===== src/rtl/instr_fetch_unit.sv =====
// Fetch stage: owns the fetch PC, issues word reads and buffers returned words in a 2-entry queue.
// Optional misaligned-redirect fault detection is enabled by defining FETCH_ALIGN_CHECK_EN.
module instr_fetch_unit #(
    parameter int unsigned IMEM_DEPTH = 64,
    parameter logic [31:0] RESET_PC   = 32'h0000_0000
) (
    input  logic                          clk,
    input  logic                          rst,
    input  logic                          fetch_en,
    output logic                          imem_en,
    output logic [$clog2(IMEM_DEPTH)-1:0] imem_addr,
    input  logic [31:0]                   imem_rdata,
    input  logic                          pc_select,
    input  logic [31:0]                   branch_target,
    output logic                          inst_valid,
    input  logic                          inst_ready,
    output logic [31:0]                   instr,
    output logic [31:0]                   inst_pc,
    output logic [6:0]                    opcode,
    output logic [2:0]                    funct3,
    output logic [6:0]                    funct7,
    output logic [4:0]                    rd,
    output logic [4:0]                    rs1,
`ifdef FETCH_ALIGN_CHECK_EN
    output logic                          fetch_fault,
`endif
    output logic [4:0]                    rs2
);

    localparam int unsigned AW = $clog2(IMEM_DEPTH);

    typedef enum logic [1:0] {StIdle, StRun, StFault} state_e;

    state_e      state_q, state_d;
    logic [31:0] fetch_pc_q, fetch_pc_d;
    logic [31:0] infl_pc_q;
    logic        inflight_q;
    logic [1:0]  count_q, count_d;
    logic        rd_ptr_q, rd_ptr_d;
    logic        wr_ptr_q, wr_ptr_d;
    logic [31:0] q_instr [2];
    logic [31:0] q_pc    [2];

    logic       pop, push, issue, flush, misalign;
    logic [2:0] occupancy;

    always_comb begin
        misalign = 1'b0;
`ifdef FETCH_ALIGN_CHECK_EN
        misalign = pc_select && (branch_target[1:0] != 2'b00);
`endif
        pop       = inst_valid && inst_ready;
        // Slots already committed once this cycle's pop is taken into account.
        occupancy = {1'b0, count_q} + {2'b00, inflight_q} - {2'b00, pop};
        issue     = (state_q == StRun) && fetch_en && !pc_select && (occupancy < 3'd2);
        // A redirect in IDLE only moves the PC; a misaligned one always faults.
        flush     = (pc_select && (state_q == StRun)) || misalign;
        push      = inflight_q && !flush;
    end

    always_comb begin
        state_d = state_q;
        unique case (state_q)
            StIdle:  if (fetch_en) state_d = StRun;
            StRun:   if (!fetch_en) state_d = StIdle;
            StFault: state_d = StFault;
            default: state_d = StIdle;
        endcase
        if (misalign) state_d = StFault;
    end

    always_comb begin
        fetch_pc_d = fetch_pc_q;
        if (state_q != StFault) begin
            if (misalign) begin
                fetch_pc_d = branch_target;
            end else if (pc_select) begin
                fetch_pc_d = branch_target & 32'hFFFF_FFFC;
            end else if (issue) begin
                fetch_pc_d = fetch_pc_q + 32'd4;
            end
        end
    end

    always_comb begin
        count_d  = count_q;
        rd_ptr_d = rd_ptr_q;
        wr_ptr_d = wr_ptr_q;
        if (flush) begin
            count_d  = 2'd0;
            rd_ptr_d = 1'b0;
            wr_ptr_d = 1'b0;
        end else begin
            if (push) wr_ptr_d = ~wr_ptr_q;
            if (pop)  rd_ptr_d = ~rd_ptr_q;
            count_d = count_q + {1'b0, push} - {1'b0, pop};
        end
    end

    always_ff @(posedge clk) begin
        if (rst) begin
            state_q    <= StIdle;
            fetch_pc_q <= RESET_PC;
            infl_pc_q  <= 32'd0;
            inflight_q <= 1'b0;
            count_q    <= 2'd0;
            rd_ptr_q   <= 1'b0;
            wr_ptr_q   <= 1'b0;
        end else begin
            state_q    <= state_d;
            fetch_pc_q <= fetch_pc_d;
            inflight_q <= issue;
            count_q    <= count_d;
            rd_ptr_q   <= rd_ptr_d;
            wr_ptr_q   <= wr_ptr_d;
            if (issue) infl_pc_q <= fetch_pc_q;
        end
    end

    // Storage has no reset; stale contents are masked by inst_valid.
    always_ff @(posedge clk) begin
        if (!rst && push) begin
            q_instr[wr_ptr_q] <= imem_rdata;
            q_pc[wr_ptr_q]    <= infl_pc_q;
        end
    end

    assign imem_en    = issue;
    assign imem_addr  = fetch_pc_q[2 +: AW];
    assign inst_valid = (count_q != 2'd0);
    assign instr      = q_instr[rd_ptr_q];
    assign inst_pc    = q_pc[rd_ptr_q];
    assign opcode     = instr[6:0];
    assign funct3     = instr[14:12];
    assign funct7     = instr[31:25];
    assign rd         = instr[11:7];
    assign rs1        = instr[19:15];
    assign rs2        = instr[24:20];

`ifdef FETCH_ALIGN_CHECK_EN
    assign fetch_fault = (state_q == StFault);
`endif

endmodule


===== config.mk =====
export PLATFORM = sky130hd
export DESIGN_NAME = instr_fetch_unit
export DESIGN_NICKNAME = d
export VERILOG_FILES = /design/src/rtl/instr_fetch_unit.sv
export SDC_FILE = /design/constraint.sdc
export NUM_CORES = 1
export LEC_CHECK = 0
export ABC_AREA = 1
export BUFFER_PORTS_ARGS = -buffer_cell sky130_fd_sc_hd__buf_2
export CORE_ASPECT_RATIO = 0.7
export CORE_MARGIN = 2
export CORE_UTILIZATION = 30
export CTS_CLUSTER_SIZE = 40
export DETAILED_ROUTE_END_ITERATION = 7
export PLACE_DENSITY_LB_ADDON = 0.12
export SLEW_MARGIN = 5
export SYNTH_ARGS = -nofsm -noshare
export SYNTH_HDL_FRONTEND = slang
export SYNTH_SLANG_ARGS = --single-unit

===== constraint.sdc =====
create_clock -name clk -period 8.9 [get_ports clk]
set_clock_uncertainty 0.1 [all_clocks]
set_input_delay 2.67 -clock clk [delete_from_list [all_inputs] [get_ports clk]]
set_output_delay 2.67 -clock clk [all_outputs]
set_load 0.03 [all_outputs]

# [Yosys cells after proc, flatten, opt, wreduce, memory -nomap -nowiden]
# Memory sizes are Yosys's and may differ from the RTL's. A register that Yosys moved wholly into a read port is not among the register bits.
# Cells that the tools add are included.
[classes] n_addsub=5 mul=0 div_mod_pow=0 order_cmp=1 eq_ne=5 n_shift=0 n_mux=11 n_bitwise=2 reduce_logical=16
[op_table] op="two-way mux 32 bit" n=2
[op_table] op="adder 32 x 3 -> 32 bit (second input constant)" n=1
[op_table] op="logical AND 1 bit" n=7
[op_table] op="two-way mux 1 bit" n=6
[op_table] op="!= test 2 bit (second input constant)" n=3
[op_table] op="one-hot mux 2 bit (3 select lines)" n=1
[op_table] op="two-way mux 2 bit" n=2
[op_table] op="AND reduction 2 bit" n=2
[op_table] op="nonzero test 2 bit" n=2
[op_table] op="adder 2 x 1 -> 3 bit" n=1
[op_table] op="zero test 1 bit" n=3
[op_table] op="< comparator 3 x 2 -> 1 bit (second input constant)" n=1
[op_table] op="subtractor 3 x 1 -> 3 bit" n=1
[op_table] op="adder 2 x 1 -> 2 bit" n=1
[op_table] op="== test 2 x 1 -> 1 bit (second input constant)" n=1
[op_table] op="== test 2 bit (second input constant)" n=1
[op_table] op="zero test 2 bit" n=1
[op_table] op="inverter 1 bit" n=2
[op_table] op="OR reduction 2 bit" n=1
[op_table] op="subtractor 2 x 1 -> 2 bit" n=1
[word_totals] regBits=71 latch_bits=0 mem_bits_rw=128 romBits=0 input_bits=69 output_inout_bits=104 word_cells=49 mem_count=2
[memory_table] memory="q_instr" depth=2 width=32 read_ports=1 rd_ports_with_merged_regs=1 write_ports=1 line="41" text="logic [31:0] q_instr [2];"
[memory_table] memory="q_pc" depth=2 width=32 read_ports=1 rd_ports_with_merged_regs=1 write_ports=1 line="42" text="logic [31:0] q_pc [2];"

# [Logic depth before layout (Yosys ltp)]
# Gate-level depths: netlist (run 1).
[depth] ltp_word=7 mapped_depth=17 mapped_depth_nobuf=16

# [Worst setup path after synthesis (run 1)]
# Ideal clock, no wire load.
[synth_path] kind="input -> register" startpoint="input pc_select" endpoint="memory q_instr[0][0] (enable)" setup_time_ps=558 arrival_ps=7176 required_ps=8242 setup_slack_ps=1066 path_stages=4 path_buffers=1 path_cell_list="buf_6 nand2_1 nand2_1 nor3_1"
[synth_between] elab_chain_len=6
[synth_rtl] item="start, declared" line="13" text="input logic pc_select,"
[synth_rtl] item="logical AND 1 bit" line="57" text="flush = (pc_select && (state_q == StRun)) || misalign;"
[synth_rtl] item="zero test 1 bit" line="58" text="push = inflight_q && !flush;"
[synth_rtl] item="logical AND 1 bit" line="58"
[synth_rtl] item="logical AND 1 bit" line="122" text="if (!rst && push) begin"
[synth_rtl] item="two-way mux 1 bit" line="122"
[synth_rtl] item="two-way mux 1 bit (not written as such)" line="123" text="q_instr[wr_ptr_q] <= imem_rdata;"
[synth_rtl] item="end, declared" line="41"
# No other way between the ends.

# [Worst setup path after layout (run 1)]
[layout_path] startpoint="input inst_ready" endpoint="output imem_en"
[layout_between] elab_chain_len=4
[layout_rtl] item="start, declared" line="16" text="input logic inst_ready,"
[layout_rtl] item="logical AND 1 bit" line="52" text="pop = inst_valid && inst_ready;"
[layout_rtl] item="subtractor 3 x 1 -> 3 bit" line="54" text="occupancy = {1'b0, count_q} + {2'b00, inflight_q} - {2'b00, pop};"
[layout_rtl] item="< comparator 3 x 2 -> 1 bit" line="55" text="issue = (state_q == StRun) && fetch_en && !pc_select && (occupancy < 3'd2);"
[layout_rtl] item="logical AND 1 bit" line="55"
[layout_rtl] item="end, declared" line="10" text="output logic imem_en,"
# No other way between the ends.

==> results of run 1 <==
-- final cells by class --
class / count / area, sq um
fill: 2847 / 17760
multi-input combinational: 490 / 2639
timing repair buffer: 175 / 893.4
tap: 371 / 464.2
sequential: 192 / 5086
inverter: 50 / 190.2
clock buffer: 17 / 425.4
clock inverter: 15 / 170.2
-- logic make-up (layout without fill, tap and decap cells) --
| family | count (synthesis) | in the layout | share of synthesized area |
|---|---|---|---|
| multiplexers | 62 | 62 | 0.08351 |
| flip-flops | 192 | 192 | 0.6082 |
| XOR/XNOR | 1 | 1 | 0.001048 |
| adder cells (fa/ha/maj) | 3 | 3 | 0.005387 |
| AND/OR/NAND/NOR | 300 | 300 | 0.1464 |
| other | 1 | 2 | 0.0004485 |
| AO/OA/AOI/OAI | 122 | 122 | 0.07618 |
| buffers and inverters | 123 | 257 | 0.07887 |
-- flip-flops by register name, summed over array words and instances (netlist names), named ones only --
register    flops
fetch_pc_q     30
rd_ptr_q        1
q_instr        64
inflight_q      1
count_q         2
infl_pc_q      30
q_pc           60
state_q         2
wr_ptr_q        1
-- layer usage --
| layer | GRT usage | wire length [um] |
|---|---|---|
| met5 | 0 | 0 |
| met4 | 0.04149 | 156 |
| met3 | 0.03129 | 982 |
| met2 | 0.1958 | 8281 |
| met1 | 0.2145 | 10750 |
-- critical path, cell delays in order --
cell	delay (ns)
buf_2	0.08
nand2_1	0.09
inv_1	0.10
nand2_1	0.07
o21ai_0	0.07
nand2_1	0.09
fa_1	0.50
nand2_2	0.07
nor2_4	0.12
nand4_4	0.17
inv_2	0.11
buf_2	0.20
-- power groups by stage --
stage / clock (mW) / combinational (mW) / sequential, mW
after floorplan: 0 / 0.136 / 0.997
after global placement: 0 / 0.179 / 1.00
after detailed placement: 0 / 0.179 / 1.00
after CTS: 0.810 / 0.180 / 0.982
after global routing: 0.843 / 0.196 / 0.985
final: 0.779 / 0.176 / 0.982
-- cell usage in the layout (no fill, tap or decap), types with 2 or more instances in the layout --
| cell | Yosys | final |
|---|---|---|
| inv_6 | 0 | 7 |
| mux2_2 | 62 | 62 |
| a21oi_2 | 3 | 3 |
| nand3_1 | 33 | 33 |
| clkbuf_16 | 0 | 17 |
| clkinv_4 | 0 | 2 |
| buf_2 | 8 | 168 |
| o21ai_0 | 47 | 47 |
| conb_1 | 1 | 2 |
| nor3_1 | 4 | 3 |
| nor2_1 | 87 | 86 |
| inv_1 | 48 | 48 |
| dfxtp_1 | 68 | 67 |
| a21oi_1 | 61 | 61 |
| nor2_2 | 2 | 2 |
| nor2_4 | 2 | 3 |
| edfxtp_1 | 124 | 124 |
| buf_4 | 43 | 7 |
| o21ai_2 | 2 | 2 |
| ha_1 | 2 | 2 |
| clkinvlp_4 | 0 | 2 |
| nand2_2 | 2 | 2 |
| nand2_1 | 166 | 166 |
| bufinv_16 | 0 | 2 |
| o22ai_1 | 3 | 3 |
| o21ai_1 | 4 | 4 |
-- through the flow --
stage	util	hold slack, ns
after floorplan	-	0.3203
final	0.3572	0.3550
after detailed placement	0.3356	0.3355
after CTS	0.3572	0.3549
after global routing	0.3572	0.3768
after global placement	0.3356	0.3397
-- worst max-delay path by stage --
stage | endpoint
after floorplan | q_instr[0][0]
after global placement | imem_en
after detailed placement | imem_en
after CTS | imem_en
after global routing | imem_en
final | imem_en
==> metrics.csv, run 1 <==
metric,value,unit
outcome,"complete, no violations",
Hold Path Class,reg -> reg,
"Avg Cell Area, Syn",10.40,sq um
die width,203.5,um
power per cell area,196.4,nW/um^2
WHS Path Cells,0,
Placement Rows,51,
"Clk Latency, worst-skew pair",0.44,ns
number of antenna-violating nets in the routed design,0,
Worst EP arrival,4.34,ns
final non-filler cell total,1310,
"Seq/Total Area, Yosys",0.6082,
vias in the first global route,5304,
initial core utilization,0.3026,
top-count cell post-synth,nand2_1,
Overall Power,1.938,mW
drt pass-1 iters,4,
Post-Synthesis Cells,804,
"Reg clk slew, reported paths",0.07,ns
Yosys Warn Count,0,
sw power,491.2,uW
Post-Place Cells,1278,
sequential share of power,0.507,
Residual DRC,0,
worst setup path start,inst_ready,
"Async S/R FF share, synth",0,
antenna diode count,0,
final wirelength,20.17,mm
worst-path fanout max,5,
DIE AREA,29240,sq um
setup violators final,0,
Area growth syn-to-layout,18.03,%
critical path class,in -> out,
post-synth top area share,0.4454,
Seq cells post-synth,192,
Final Max Tran Viols,0,
GP Congestion,0.7933,
Final HPWL DP,13.81,mm
grt ovf,0,
"top cells by area, synth","edfxtp_1 45%, dfxtp_1 16%, mux2_2 8.4%",
Hold EP,q_pc[0][17],
core area,27630,sq um
R2R Setup Slk,5.59,ns
Synth top cells by count,"166 x nand2_1, 124 x edfxtp_1, 87 x nor2_1",
fin area,9868,sq um
critical path endpoint category,primary output,
first-pass GRT wire length,30.79,mm
vias per cell,4.380,
unrepaired setup endpoints after global routing,no,
Max-slew headroom,0.3311,
worst setup slack after layout,1.792,ns
reg-to-reg critical path startpoint,count_q[1],
Critical R2R Capture,fetch_pc_q[6],
DR WL/cell,15.40,um
number of port buffers,168,
Achievable Freq,140.7,MHz
CTS tree,yes,
hold wc startpoint,infl_pc_q[17],
Logic pwr share,0.091,
Post-CTS Resized,0,
Lkg Pwr,3.637,nW
Reg2Reg Depth,14,
endpoints failing hold,0,
Synth cell types,35,
Post-Syn Area,8361,sq um
H-tree levels,4,
Post-Place Cell Area,9273,sq um
Internal,1.447,mW
CTS Root Cell,clkbuf_16,
ys flop type,edfxtp_1,
1st-iter DRT viols,246,
clk sink count,192,
initial antenna violation count,0,
post-CTS setup buffer count,0,
Worst Path Required,6.13,ns
Post-synth EDFFs,124,
worst IR drop on VDD,130.7,uV
Switching Share,0.2534,
Least-Margin Pin Slew,1.003,ns
clock share of power,0.402,
CTS Buffer Depth,2,
setup slack at placement,1.812,ns
share of cells above drive strength 1,0.3056,
dominant cell type by area after synthesis,edfxtp_1,
number of buffers created by CTS,17,
hold buffers post-CTS,0,
Total GRT Usage,0.1407,
largest net degree at the start of global routing,63,
via count,5738,
Ports,173,
Max-Cap Viols,0,
fin crit period,7.108,ns
setup TNS,0,ns
final critical-path share of the clock period,0.7987,
net count reported at finish,998,
die span in y,143.7,um
startpoint types,primary input,
Power figures use the tool's default switching activity.
==> inputs of run 2 (changes only) <==
==> constraint.sdc (replaced) <==
create_clock -name clk -period 5.75 [get_ports clk]
set_clock_uncertainty 0.1 [all_clocks]
set_input_delay 1.725 -clock clk [delete_from_list [all_inputs] [get_ports clk]]
set_output_delay 1.725 -clock clk [all_outputs]
set_load 0.03 [all_outputs]
==> metrics.csv, run 2 (synthesized netlist as in run 1, its figures left out) <==
metric,value,unit,change
outcome,"complete, no violations",,
Final Max Tran Viols,0,,unchanged
Hold Path Class,reg -> reg,,
Area growth syn-to-layout,17.87,%,
via count,5817,,+1.4%
Residual DRC,0,,unchanged
worst-path fanout max,5,,unchanged
hold wc startpoint,infl_pc_q[9],,
fin crit period,5.233,ns,
Lkg Pwr,3.637,nW,about the same
CTS Buffer Depth,2,,unchanged
Critical R2R Capture,fetch_pc_q[5],,
CTS tree,yes,,
grt ovf,0,,unchanged
worst IR drop on VDD,200.3,uV,+53%
DR WL/cell,15.79,um,+2.6%
GP Congestion,0.8375,,+5.6%
"Reg clk slew, reported paths",0.07,ns,about the same
Ports,173,,unchanged
critical path endpoint category,primary output,,
clk sink count,192,,unchanged
critical path class,in -> out,,
hold buffers post-CTS,0,,unchanged
worst setup path start,inst_ready,,
Largest Register,q_instr,,
Critical Path Sink,imem_en,,
"commonest non-fill, non-tap cell in the layout",buf_2,,
unrepaired setup endpoints after global routing,no,,
Worst EP arrival,3.41,ns,-0.93 ns
core area,27630,sq um,unchanged
critical path's largest stage delay,0.50,ns,about the same
most frequent cells in the layout,"168 x buf_2, 166 x nand2_1, 124 x edfxtp_1",,
Final HPWL DP,14.19,mm,+2.7%
die span in y,143.7,um,unchanged
cell breakdown of the critical path,"buf_2, nand2_1, inv_1, nand2_1, o21ai_0, nand2_1, fa_1, nand2_2, nor2_4, nand4_4, inv_2, buf_2",,
top flop regs,"q_instr (64), q_pc (60)",,
die width,203.5,um,unchanged
Max-Cap Viols,0,,unchanged
Worst Path Required,3.92,ns,-2.21 ns
final critical-path share of the clock period,0.9101,,
number of port buffers,168,,unchanged
largest net degree at the start of global routing,63,,unchanged
antenna diode count,0,,unchanged
share of cells above drive strength 1,0.3050,,-0.0006496
Reg2Reg Depth,16,,+2
1st-iter DRT viols,358,,+46%
post-CTS setup buffer count,0,,unchanged
final wirelength,20.72,mm,+2.7%
Critical-path top delay cell,fa_1,,
Max-slew headroom,0.2331,,-0.09795
max reg flops,64,,unchanged
setup TNS,0,ns,unchanged
CTS Root Cell,clkbuf_16,,
final core utilization,0.3567,,-0.0004990
number of buffers created by CTS,17,,unchanged
DIE AREA,29240,sq um,unchanged
Total GRT Usage,0.1439,,+0.003230
R2R Setup Slk,2.28,ns,-3.31 ns
endpoints failing hold,0,,unchanged
net count reported at finish,1000,,+0.20%
Least-Margin Pin Slew,1.148,ns,+0.1441 ns
Placement Rows,51,,unchanged
initial core utilization,0.3026,,unchanged
vias per cell,4.434,,+1.2%
drt pass-1 iters,5,,+1
startpoint types,primary input,,
cell mode on critical path,nand2_1,,
register area,5086,sq um,unchanged
reg-to-reg critical path startpoint,count_q[1],,
first-pass GRT wire length,31.62,mm,+2.7%
"Clk Latency, worst-skew pair",0.43,ns,about the same
power per cell area,297.9,nW/um^2,+52%
Achievable Freq,191.1,MHz,
area of the multi-input gates,2639,sq um,unchanged
Post-CTS Resized,0,,unchanged
fillcell total,2851,,+0.14%
setup violators final,0,,unchanged
number of antenna-violating nets in the routed design,0,,unchanged
vias in the first global route,5456,,+2.9%
H-tree levels,4,,unchanged
initial antenna violation count,0,,unchanged
==> run 2: cell types whose count changed in the layout (fill, tap and decap cells not counted), sizes merged <==
cell,delta
inv,-5
clkinv,+4
clkbuf,+3
buf,+2
bufinv,-1
clkinvlp,-1
==> run 2: area by class of cell <==
type	instances	area share
multi-input combinational	490	0.2678
clock buffer	20	0.04533
sequential	192	0.5161
timing repair buffer	177	0.09345
tap	371	0.04711
clock inverter	12	0.01092
inverter	50	0.01930
==> run 2: where the power goes <==
part / internal, mW / switching, mW
logic: 0.0925 / 0.177
clock network: 0.611 / 0.529
registers: 1.49 / 0.0325
==> run 2: through the flow <==
step / hold slack [ns] / cell area, sq um / setup slack, ns / total power, mW / instances
after floorplan: 0.3203 / 8369 / 0.1904 / 1.753 / 805
after global placement: 0.3398 / 9300 / 0.5257 / 1.831 / 1280
after detailed placement: 0.3351 / 9300 / 0.5342 / 1.831 / 1280
after CTS: 0.3514 / 9854 / 0.5296 / 2.989 / 1312
after global routing: 0.3550 / 9854 / 0.3515 / 3.069 / 1312
final: 0.3496 / 9854 / 0.5170 / 2.936 / 1312
==> run 2: worst max-delay path: cells and delay by family <==
kind            cells  cell delay (ns)
buf+inv             4             0.56
simple gates        6             0.56
compound gates      1             0.08
fa+ha+maj           1             0.50
==> run 2: routing by layer <==
metal / GRT usage / up-vias / part of all wire
met5: 0 / - / 0
met4: 0.03112 / 0 / 0.0066
met3: 0.03265 / 11 / 0.042
met2: 0.2041 / 125 / 0.41
met1: 0.2201 / 2749 / 0.54
li1: - / 2932 / -
==> run 2: worst min path at each step <==
stage                        to  slack, ns  cells after the start
detailed placement   q_pc[1][9]       0.34                      0
floorplan           q_pc[0][10]       0.32                      0
global route         q_pc[0][9]       0.36                      0
global placement    q_pc[1][10]       0.34                      0
finish               q_pc[0][9]       0.35                      0
CTS                  state_q[0]       0.35                      1
